File: src/rtl/issue_queue.sv
// In-order issue queue: captures operands at enqueue, wakes pending operands from the
// writeback bus, and issues the head entry once both operands are resolved.
package issue_queue_pkg;

    typedef struct packed {
        logic [31:0] num1;
        logic [31:0] num2;
        logic        num1_need;
        logic        num2_need;
        logic [4:0]  num1_addr;
        logic [4:0]  num2_addr;
        logic [1:0]  exe_type;
        logic [3:0]  alu_op;
        logic [2:0]  llu_op;
        logic [2:0]  mem_op;
        logic        write_reg_need;
        logic [4:0]  write_reg_addr;
        logic        predict_taken;
        logic [31:0] predict_target;
    } issue_queue_element_t;

endpackage

module issue_queue
    import issue_queue_pkg::*;
#(
    parameter int unsigned DEPTH = 4
) (
    input  logic                 clk_i,
    input  logic                 rst_i,
    input  logic                 flush_i,
    input  logic                 enq_valid_i,
    input  issue_queue_element_t enq_elem_i,
    output logic                 enq_ready_o,
    output logic [4:0]           rf_raddr1_o,
    output logic [4:0]           rf_raddr2_o,
    input  logic [31:0]          rf_rdata1_i,
    input  logic [31:0]          rf_rdata2_i,
    input  logic [31:0]          reg_busy_i,
    input  logic                 wb_valid_i,
    input  logic [4:0]           wb_addr_i,
    input  logic [31:0]          wb_data_i,
    output logic                 iss_valid_o,
    output issue_queue_element_t iss_elem_o,
    input  logic                 iss_ready_i
);

    localparam int unsigned PtrW = (DEPTH > 1) ? $clog2(DEPTH) : 1;
    localparam int unsigned CntW = PtrW + 1;
    localparam logic [CntW-1:0] FullCnt = CntW'(DEPTH);

    issue_queue_element_t elem_q [DEPTH];
    issue_queue_element_t elem_d [DEPTH];
    logic [DEPTH-1:0]     valid_q, valid_d;
    logic [DEPTH-1:0]     rdy1_q, rdy1_d;
    logic [DEPTH-1:0]     rdy2_q, rdy2_d;
    logic [PtrW-1:0]      head_q, head_d;
    logic [PtrW-1:0]      tail_q, tail_d;
    logic [CntW-1:0]      count_q, count_d;

    logic                 dest_conflict;
    logic                 older_writes1, older_writes2;
    logic                 pend1, pend2;
    logic                 cap_rdy1, cap_rdy2;
    logic [31:0]          cap_num1, cap_num2;
    issue_queue_element_t cap_elem;
    logic                 enq_fire, deq_fire;

    // Returns {ready, value}; a same-cycle writeback beats any in-flight producer.
    function automatic logic [32:0] resolve_operand(
        input logic        need,
        input logic [4:0]  addr,
        input logic [31:0] imm,
        input logic [31:0] rf_data,
        input logic        pend,
        input logic        wb_v,
        input logic [4:0]  wb_a,
        input logic [31:0] wb_d
    );
        if (!need) begin
            return {1'b1, imm};
        end else if (addr == 5'd0) begin
            return {1'b1, 32'd0};
        end else if (wb_v && (wb_a == addr)) begin
            return {1'b1, wb_d};
        end else if (pend) begin
            return {1'b0, 32'd0};
        end else begin
            return {1'b1, rf_data};
        end
    endfunction

    assign rf_raddr1_o = enq_elem_i.num1_addr;
    assign rf_raddr2_o = enq_elem_i.num2_addr;

    always_comb begin
        dest_conflict = 1'b0;
        older_writes1 = 1'b0;
        older_writes2 = 1'b0;
        for (int i = 0; i < int'(DEPTH); i++) begin
            if (valid_q[i] && elem_q[i].write_reg_need) begin
                if (enq_elem_i.write_reg_addr != 5'd0 &&
                    elem_q[i].write_reg_addr == enq_elem_i.write_reg_addr) begin
                    dest_conflict = 1'b1;
                end
                if (elem_q[i].write_reg_addr == enq_elem_i.num1_addr) begin
                    older_writes1 = 1'b1;
                end
                if (elem_q[i].write_reg_addr == enq_elem_i.num2_addr) begin
                    older_writes2 = 1'b1;
                end
            end
        end
    end

    assign pend1 = older_writes1 | reg_busy_i[enq_elem_i.num1_addr];
    assign pend2 = older_writes2 | reg_busy_i[enq_elem_i.num2_addr];

    assign {cap_rdy1, cap_num1} = resolve_operand(enq_elem_i.num1_need, enq_elem_i.num1_addr,
        enq_elem_i.num1, rf_rdata1_i, pend1, wb_valid_i, wb_addr_i, wb_data_i);
    assign {cap_rdy2, cap_num2} = resolve_operand(enq_elem_i.num2_need, enq_elem_i.num2_addr,
        enq_elem_i.num2, rf_rdata2_i, pend2, wb_valid_i, wb_addr_i, wb_data_i);

    always_comb begin
        cap_elem      = enq_elem_i;
        cap_elem.num1 = cap_num1;
        cap_elem.num2 = cap_num2;
    end

    assign enq_ready_o = !rst_i && (count_q != FullCnt) && !dest_conflict;
    assign iss_valid_o = valid_q[head_q] & rdy1_q[head_q] & rdy2_q[head_q];
    assign iss_elem_o  = valid_q[head_q] ? elem_q[head_q] : '0;
    assign enq_fire    = enq_valid_i && enq_ready_o;
    assign deq_fire    = iss_valid_o && iss_ready_i;

    always_comb begin
        elem_d  = elem_q;
        valid_d = valid_q;
        rdy1_d  = rdy1_q;
        rdy2_d  = rdy2_q;
        head_d  = head_q;
        tail_d  = tail_q;
        count_d = count_q;
        if (flush_i) begin
            valid_d = '0;
            rdy1_d  = '0;
            rdy2_d  = '0;
            head_d  = '0;
            tail_d  = '0;
            count_d = '0;
        end else begin
            if (wb_valid_i && wb_addr_i != 5'd0) begin
                for (int i = 0; i < int'(DEPTH); i++) begin
                    if (valid_q[i] && !rdy1_q[i] && elem_q[i].num1_addr == wb_addr_i) begin
                        elem_d[i].num1 = wb_data_i;
                        rdy1_d[i]      = 1'b1;
                    end
                    if (valid_q[i] && !rdy2_q[i] && elem_q[i].num2_addr == wb_addr_i) begin
                        elem_d[i].num2 = wb_data_i;
                        rdy2_d[i]      = 1'b1;
                    end
                end
            end
            if (deq_fire) begin
                valid_d[head_q] = 1'b0;
                head_d          = head_q + PtrW'(1);
            end
            // Tail never aliases the dequeued head: enqueue is blocked when full.
            if (enq_fire) begin
                elem_d[tail_q]  = cap_elem;
                valid_d[tail_q] = 1'b1;
                rdy1_d[tail_q]  = cap_rdy1;
                rdy2_d[tail_q]  = cap_rdy2;
                tail_d          = tail_q + PtrW'(1);
            end
            count_d = count_q + CntW'(enq_fire) - CntW'(deq_fire);
        end
    end

    always_ff @(posedge clk_i or posedge rst_i) begin
        if (rst_i) begin
            valid_q <= '0;
            rdy1_q  <= '0;
            rdy2_q  <= '0;
            head_q  <= '0;
            tail_q  <= '0;
            count_q <= '0;
        end else begin
            valid_q <= valid_d;
            rdy1_q  <= rdy1_d;
            rdy2_q  <= rdy2_d;
            head_q  <= head_d;
            tail_q  <= tail_d;
            count_q <= count_d;
        end
    end

    // Payload storage needs no reset; valid bits qualify every use.
    always_ff @(posedge clk_i) begin
        elem_q <= elem_d;
    end

endmodule

File: config.mk
export PLATFORM = sky130hd
export DESIGN_NAME = issue_queue
export DESIGN_NICKNAME = d
export VERILOG_FILES = /design/src/rtl/issue_queue.sv
export SDC_FILE = /design/constraint.sdc
export NUM_CORES = 1
export LEC_CHECK = 0
export BUFFER_PORTS_ARGS = -buffer_cell sky130_fd_sc_hd__buf_2
export CAP_MARGIN = 20
export CORE_MARGIN = 3
export CORE_UTILIZATION = 30
export DETAILED_ROUTE_END_ITERATION = 7
export GPL_TIMING_DRIVEN = 0
export PLACE_DENSITY_LB_ADDON = 0.08
export SKIP_LAST_GASP = 1
export SYNTH_ARGS = -nofsm -noshare
export SYNTH_HDL_FRONTEND = slang
export SYNTH_SLANG_ARGS = --single-unit
File: constraint.sdc
create_clock -name clk_i -period 5.1 [get_ports clk_i]
set_input_delay 1.02 -clock clk_i [delete_from_list [all_inputs] [get_ports clk_i]]
set_output_delay 1.02 -clock clk_i [all_outputs]
set_load 0.1 [all_outputs]
# Word level (Yosys, flattened, before mapping)
# Index checks and enable logic that the tools add are counted.
dict set report word_totals {
  regBits 527
  input_bits 266
  output_inout_bits 139
  word_cells 256
}
dict set report classes {
  addsub 4
  n_lt_le_gt_ge 9
  n_eq_ne 23
  n_mux 97
  n_bitwise 10
  reduce_logical 51
}
# op count
set op_table {}
lappend op_table {{two-way mux 64 bit} 8}
lappend op_table {{bitwise mux 508 bit} 1}
lappend op_table {{two-way mux 127 bit} 4}
lappend op_table {{two-way mux 508 bit} 1}
lappend op_table {{two-way mux 33 bit} 8}
lappend op_table {{two-way mux 32 bit} 8}
lappend op_table {{binary-select mux 127 bit (select 2 bit)} 1}
lappend op_table {{demux 127 bit (select 2 bit)} 1}
lappend op_table {{equality test 5 bit} 22}
lappend op_table {{two-way mux 4 bit} 12}
lappend op_table {{two-way mux 1 bit} 39}
lappend op_table {{logical AND 1 bit} 34}
lappend op_table {{< comparator 5 x 6 -> 1 bit, second input constant} 2}
lappend op_table {{binary-select mux 1 bit (select 5 bit)} 2}
lappend op_table {{zero test 1 bit} 10}
lappend op_table {{zero test 5 bit} 2}
lappend op_table {{nonzero test 5 bit} 2}
lappend op_table {{bitwise mux 4 bit} 2}
lappend op_table {{two-way mux 2 bit} 4}
lappend op_table {{binary-select mux 1 bit (select 2 bit)} 3}
lappend op_table {{greater-or-equal comparator 3 bit, second input constant} 2}
lappend op_table {{< comparator 2 x 3 -> 1 bit, second input constant} 2}
lappend op_table {{inverter 2 -> 3 bit} 2}
lappend op_table {{adder 2 x 1 -> 2 bit, second input constant} 2}
lappend op_table {{15 further kinds} 20}

# Longest topological paths before layout
# Gate-level depths: netlist of run 1.
dict set report depth {
  word_depth 17
  ltp_mapped 15
  depth_no_buf 13
}

# Worst setup path before layout of run 1
# OpenSTA, ideal clock, no wires.
dict set report synth_path {
  path_kind {input to register}
  start {in flush_i}
  end {reg elem_q[100] (netlist bit), enable pin}
  setup_time_ns 0.606
  t_arrival_ns 6.143
  path_slack_ns -1.649
  stages 2
  n_path_buf 1
  path_cell_list {clkbuf_1 -> inv_1}
}
# item line_no
set synth_rtl {}
lappend synth_rtl {{start: declaration} 31} ;# input logic flush_i,
lappend synth_rtl {{end signal: assignment} 200} ;# elem_q <= elem_d;
lappend synth_rtl {{end: declaration} 52} ;# issue_queue_element_t elem_q [DEPTH];
# No word-level cell between the ends.

==> results of run 1 <==
worst min path at each step:
stage                              start         to  cells after the start
after CTS                 enq_elem_i[45]   register                      1
after global placement         tail_q[1]  tail_q[1]                      2
after detailed placement       tail_q[1]  tail_q[1]                      2
final                          tail_q[1]  tail_q[1]                      2
after floorplan                tail_q[1]  tail_q[1]                      2
after global routing      enq_elem_i[26]   register                      1
final cells by class:
class                           instances  area (um^2)  share of cell area, %
Sequential cell                       527        15700                   43.6
Tap cell                             1287         1610                   4.46
Multi-Input combinational cell       1390        13000                   36.1
Timing Repair Buffer                  408         2480                   6.88
Clock buffer                           83         1810                   5.01
Buffer                                217         1020                   2.83
Inverter                               50          191                  0.530
Antenna cell                            8         20.0                 0.0554
Clock inverter                         27          221                  0.613
worst reg2reg max path, cell delays in order (launching register included):
cell and delay [ps]:
edfxtp_1 520, xnor2_1 190, nand4_1 110, nor3_1 60
or4_1 700, buf_2 260, a211oi_4 450, nand2_2 290
buf_4 300, nor2_4 680, buf_12 280, buf_16 190
metrics by stage:
step                      setup TNS [ps]  setup WS, ps  instance area [um^2]  hold WS, ps  power [uW]
final                                  0           172                 36100          603       11500
after global routing                -551         -69.0                 36100          589       12000
after CTS                              0          14.0                 36100          571       11700
after detailed placement           -3140         -87.3                 34000          591        7090
after global placement          -1477090         -2930                 33400          560        7050
after floorplan                   -67680          -264                 29900          538        6480
logic make-up after synthesis:
kind of cell / synth area share, %
mux: 22.8
fa+ha+maj: 0.486
flops: 52.7
xor+xnor: 3.34
simple gates: 8.45
buf+inv: 3.96
compound gates: 8.31
cells in the final DEF (no fill, tap or decap), types with 13 or more instances in the layout:
| cell | Yosys | routed |
|---|---|---|
| edfxtp_1 | 508 | 508 |
| buf_2 | 34 | 408 |
| nor2b_1 | 290 | 290 |
| mux2_2 | 254 | 254 |
| a21oi_1 | 172 | 172 |
| clkbuf_1 | 135 | 140 |
| mux4_2 | 139 | 139 |
| a211oi_1 | 137 | 136 |
| xnor2_1 | 85 | 85 |
| mux2i_1 | 77 | 77 |
| clkbuf_16 | 0 | 71 |
| inv_1 | 50 | 49 |
| nor2_1 | 48 | 44 |
| xor2_1 | 29 | 29 |
| buf_1 | 27 | 25 |
| nor3_1 | 23 | 23 |
| o32ai_2 | 22 | 22 |
| nand4_1 | 21 | 21 |
| buf_4 | 14 | 19 |
| dfrtp_1 | 19 | 19 |
| buf_6 | 10 | 14 |
| clkinv_1 | 0 | 13 |
power groups by stage:
stage | Combinational, uW | Sequential, uW | Clock (uW)
5_1_grt | 2030 | 5110 | 4820
6_report | 1900 | 5090 | 4510
2_1_floorplan | 1340 | 5150 | 0
4_1_cts | 1930 | 5090 | 4660
3_5_place_dp | 1920 | 5170 | 0
3_3_place_gp | 1860 | 5190 | 0
repair_timing:
| item | CTS | global route |
|---|---|---|
| resized for setup | 4 | 3 |
| endpoints found under the hold margin | 0 | 0 |
| setup buffers | 0 | 0 |
| endpoints found under the setup margin | 22 | 12 |
metal layers:
| metal | vias up | routed length [um] |
|---|---|---|
| met3 | 153 | 7390 |
| li1 | 9339 | - |
| met4 | 22 | 2840 |
| met2 | 729 | 53600 |
| met1 | 10700 | 46300 |
| met5 | - | 129 |
==> results.md, run 1 <==
- After synthesis, the cell types taking the most area are edfxtp_1, mux4_2, mux2_2.
- In this run the static leakage power is 0.0123 uW.
- The number of clock buffers added by TritonCTS is 69.
- In the synthesized netlist, the number of instances is 2187.
- The final number of max-transition violations is 0.
- The run finished with clean final reports.
- The count of cells along the worst register-to-register path is 11.
- The area fraction of the dominant cell type after synthesis is 51.1%.
- The number of global-route vias before repair is 22000.
- The library cell used as clock root buffer is clkbuf_16.
- The total count of hold-check failures in the final report is 0.
- For the pin with the worst max-slew slack, the measured transition is 1190 ps.
- For this configuration, the core starts out at a cell density of 30.3%.
- The distinct cell type count after synthesis is 46.
- The maximum VDD drop is 230 uV.
- In this run, synthesis inferred 508 flip-flops with an integrated enable.
- The worst slew slack as a fraction of its limit is 20.1%.
- The busiest metal layer after global routing is met2.
- Setup repair after global routing could not meet its margin everywhere.
- The library cell with the highest instance count after synthesis is edfxtp_1.
- Counting instances in the post-synthesis netlist gives the leading cell types as edfxtp_1, nor2b_1, mux2_2.
- The number of buffers and inverters on the critical path is 4.
- Setup slack on the worst reg-to-reg path comes out at 760 ps.
- Leaving out filler cells and counting taps, the final layout contains 3997.
- The first global-routing pass estimated 158 mm of wire.
- The post-CTS clock slew at the launch and capture registers of the worst setup and hold paths is 50 ps.
- The clock period could shrink to 4930 ps.
- The tree built by TritonCTS fans out to 527 sinks.
- 405 I/O pins were placed.
- In this run the vertical extent of the chip is 322 um.
- The path type of the worst setup path is register to output port.
- After detailed placement, the design holds a cell count of 3879.
- The core footprint is 98600 um^2.
- Global routing consumed, on the met2 layer, 35.5% of the routing resources.
- The count of nets left with antenna violations once routing finished came out at 0.
- The synthesized design contains 527 register bits.
- The net switching fraction of the power is 28.0%.
- After detailed routing, the average wire length per cell comes to 27.6 um.
- Wires add up to 110 mm.
- Fill cells in the final layout number 9607.
- Summing over every cut layer, the via total after detailed routing is 20900.
- The upper clock frequency limit is 203 MHz.
- The initial antenna violation count was 23.
- The data arrival time of the critical path is 3910 ps.
- The net count after synthesis is 2464.
- The worst hold path belongs to the class register to register.
- The floorplan step set the die width to 322 um.
- The maximum single-stage delay on the critical path is 730 ps.
- The worst setup path endpoint is iss_elem_o[111].
- The later pin in the worst-skew pair is clocked with a latency of 610 ps.
- The remaining routing DRC violations is 0.
- For the final database, setup skew stands at 25.5 ps.
- Along the worst path, the maximum fanout reaches 10.
- STA puts the critical path data required time at 4080 ps.
- In this run, the combinational gates consume 16.6% of the power.
- In this run the power density over the cells is 319 nW/um^2.
- The detail-routed via count per cell is 5.23.
- The tool flagged a number of max-cap violations equal to 0.
- The post-synth design cell area is 29900 um^2.
- The initialized floorplan defines 115 standard-cell rows.
- The global routing usage summed across all routing layers is 20.9%.
- The post-route clock period utilization is 96.6%.
- The clock network accounts for 39.2% of the total power.
- The leftover overflow at the end of global routing is 0.
- At the end of the flow the core is filled with cells to 36.6%.
- The library cell contributing the largest single delay on the critical path is dlygate4sd1_1.
- At the end of routability-driven placement, the weighted congestion stood at 0.829.
- The floorplan die area is 103000 um^2.
- TritonCTS built the clock tree.
- Among the stages of the critical path, the cell type that occurs most often is clkbuf_1.
- The total of endpoints with negative setup slack in the final report is 0.
- Global routing used 27.1% of the available met1 tracks.
- In this run the power spent charging and discharging nets is 3220 uW.
- The area growth from synthesis to layout is 20.9%.
- The net count of the finished layout is 2940.
- After the first detailed-routing iteration, the DRC count stood at 1585.
- The fraction of final layout cells sized beyond drive strength 1 is 36.6%.
- The number of warnings reported in the yosys synthesis log is 0.
- Walking the worst path, the cells encountered are clkbuf_1 > mux2_2 > o21ai_0 > dlygate4sd1_1 > clkbuf_1 > nor2b_1 > buf_2.
- For this run, asynchronously set or reset flops after synthesis account for 3.61%.
- The fraction of met3 tracks used by global routing is 4.61%.
- The cell family contributing the most delay on the critical path is buffers and inverters.
- The buffer levels on the longest clock path is 3.
- The number of hold buffers added after cts is 0.
- The placed wire-length estimate after detailed placement is 81.5 mm.
- The per-instance average area after synthesis is 13.7 um^2.
- In this run, flip-flops and latches consume 44.2% of the power.
- The critical path starts at head_q[1].
- The number of iterations in the first detailed-routing pass is 6.
- The number of I/O port buffers is 372.
- Cell internal power was estimated by the tool at 8280 uW.
- Of all cell types, the one taking the most synthesized area is edfxtp_1.
- The sequential cell area fraction in the yosys report is 52.7%.
- The nature of the critical path endpoint is an output port.
- The path length in cells of the critical path is 7.
- The most used flip-flop cell after synthesis is edfxtp_1.
- The worst setup path is launched from a register.
- The largest net degree at the start of global routing is 41.
- The H-tree was split into 3 levels.
Power figures use the tool's default switching activity.
==> inputs of run 2 (changes only) <==
- CORE_MARGIN: 3 -> 4
==> run 2 against run 1 <==
  * Sequential share of layout area grew 0.095 points
  * Highest routed layer unchanged
  * Final area shrank 0.22%
  * Fmax about the same
==> results.md, run 2 (synthesized netlist as in run 1, its figures left out) <==
- Status: finished, final reports clean (unchanged).
- The post-layout total power was 11400 uW (was 11500 uW).
- The final total negative setup slack was 0 ps (unchanged).
- The die extent in x is 324 um (was 322 um).
- The CTS tree is yes (unchanged).
- The clock period minus worst slack is 4930 ps (about the same).
- The area growth from synthesis to layout is 20.6% (was 20.9%).
- The leftover overflow at the end of global routing is 0 (unchanged).
- The reported leakage power came to 0.0123 uW (about the same).
- The transition at the pin with the smallest max-transition slack is 1120 ps (was 1190 ps).
- The detailed router's first-iteration violation count is 1346 (was 1585).
- The reg2reg setup slack was 960 ps (was 760 ps).
- The data arrival time of the critical path is 3910 ps (about the same).
- The total of endpoints with negative setup slack in the final report was 0 (unchanged).
- The post-CTS clock slew at the launch and capture registers of the worst setup and hold paths was 60 ps (was 50 ps).
- The cell area reported after detailed placement is 34000 um^2 (about the same).
- The type of element launching the critical path is a register (unchanged).
- The height of the die is 324 um (was 322 um).
- The required time of the critical path is 4080 ps (about the same).
- The remaining routing DRC violations is 0 (unchanged).
- The count of cells along the worst register-to-register path came to 9 (was 11).
- The upper clock frequency limit is 203 MHz (about the same).
- The hold path depth came to 2 (unchanged).
- The number of violations of the max-capacitance limit is 0 (unchanged).
- The number of global-route vias before repair is 22200 (was 22000).
- The buffer levels on the longest clock path came to 3 (unchanged).
- The number of hold buffers added after cts is 0 (unchanged).
- The post-layout utilization of the core came to 36.6% (about the same).
- The initial antenna violation count was 25 (was 23).
- The routability-driven placement congestion ratio was 0.822 (was 0.829).
- The kind of path behind the tightest hold check is register to register (unchanged).
- The number of buffers created by CTS is 68 (was 69).
- The post-route cell area is 36000 um^2 (was 36100 um^2).
- The first-pass GRT wire length is 157 mm (was 158 mm).
- The final number of max-transition violations is 0 (unchanged).
- The maximum VDD drop is 251 uV (was 230 uV).
- The post-route clock period utilization is 96.7% (was 96.6%).
- The number of iterations in the first detailed-routing pass is 5 (was 6).
- The initial core utilization is 30.3% (unchanged).
- The launch instance of the worst min-delay path is tail_q[1] (unchanged).
- The largest net degree at the start of global routing is 39 (was 41).
- The worst slack at placement came to 17.5 ps (was -87.3 ps).
- The worst setup margin was 167 ps (was 172 ps).
- The worst slew slack as a fraction of its limit is 25.0% (was 20.1%).
- The routed wirelength normalized by instance count came to 27.4 um (was 27.6 um).
- The path type of the worst setup path is register to output port (unchanged).
- The fraction of final layout cells sized beyond drive strength 1 is 36.4% (was 36.6%).
- The detail-routed via count per cell was 5.18 (was 5.23).
- The number of placement rows was 115 (unchanged).
- The global routing usage summed across all routing layers is 20.6% (was 20.9%).
- The core footprint is 98600 um^2 (unchanged).
- The endpoint of the worst hold-timing path is tail_q[1] (unchanged).
- The net count of the finished layout came to 2941 (was 2940).
- The via count of the routed design is 20800 (was 20900).
- The library cell used as clock root buffer is clkbuf_16 (unchanged).
- The final routed wirelength across all metal layers is 110 mm (about the same).
- The most common cell after layout, fill and taps aside is edfxtp_1 (unchanged).
- In this run the critical register-to-register path is captured at elem_q[471].
- Most frequent cells in the layout: edfxtp_1, buf_2, nor2b_1 (unchanged).
- The nature of the critical path endpoint is an output port (unchanged).
- The final worst clock skew is 21.0 ps (was 25.5 ps).
- The placed wire-length estimate after detailed placement is 81.8 mm (was 81.5 mm).
- The deepest level of the CTS H-tree came to 3 (unchanged).
- The maximum fanout encountered on the critical timing path came to 14 (was 10).
- The number of I/O port buffers is 372 (unchanged).
- The clock latency reported for the late side of the worst-skew pair is 620 ps (was 610 ps).
- The floorplan die area is 105000 um^2 (was 103000 um^2).
- The number of sinks on the clock net is 527 (unchanged).
- The power density over cell area is 317 nW/um^2 (was 319 nW/um^2).
- The post-detailed-route count of antenna-violating nets came to 0 (unchanged).
- Setup repair after global routing missed its margin: no (was yes).
- The number of top-level pins is 405 (unchanged).
- The total count of hold-check failures in the final report was 0 (unchanged).
## run 2: cell types whose count changed in the layout (fill, tap and decap cells not counted), sizes merged
| cell | delta |
|---|---|
| inv | -2 |
| bufinv | -1 |
| diode | +7 |
| clkbuf | +10 |
| buf | +1 |
| dlygate4sd1 | -1 |
| clkinv | -3 |
## run 2: repair_timing
| item | 4_1_cts | 5_1_grt |
|---|---|---|
| hold endpoints to repair | 0 | 0 |
| setup endpoints to repair | 23 | 9 |
| setup buffers | 0 | 0 |
| pin swaps | 0 | 0 |
| gates resized for setup | 1 | 7 |
## run 2: worst max-delay path by stage
stage,endpoint,cells after the start,from
floorplan,elem_q[100],2,flush_i
global placement,elem_q[454],3,flush_i
detailed placement,iss_elem_o[116],7,head_q[0]
CTS,iss_elem_o[112],7,head_q[1]
global route,iss_elem_o[66],6,head_q[0]
finish,iss_elem_o[116],6,head_q[0]
## run 2: final cells by class
cell class / instances / area (um^2)
Sequential cell: 527 / 15700
Buffer: 218 / 1020
Clock buffer: 91 / 1820
Timing Repair Buffer: 409 / 2420
Tap cell: 1287 / 1610
Clock inverter: 21 / 178
Fill cell: 9551 / 62500
Multi-Input combinational cell: 1390 / 13000
Inverter: 50 / 191
Antenna cell: 15 / 37.5
## run 2: routing by layer
metal  track usage [%]  vias to the layer above  part of all wire (%)
li1                  -                     9334                     -
met1              25.8                    10600                    41
met2              34.7                      640                    48
met3              5.89                      178                   7.6
met4              6.30                       20                   2.8
met5                 0                        -                  0.11
## run 2: stage by stage
step	hold WS [ps]	instances
finish	601	4008
detailed placement	593	3879
global route	589	3995
floorplan	538	2187
global placement	568	3846
CTS	572	3989
## run 2: report_power, final
part / switching (uW) / total, uW / internal, uW
sequential: 93.4 / 5090 / 4990
combinational: 1270 / 1900 / 627
clock: 1860 / 4450 / 2590
## run 2: critical path: stages (launching register included)
cell,delay (ps)
dfrtp_1,450
clkbuf_1,540
buf_8,300
buf_1,700
mux4_2,380
nor2b_1,400
buf_2,520
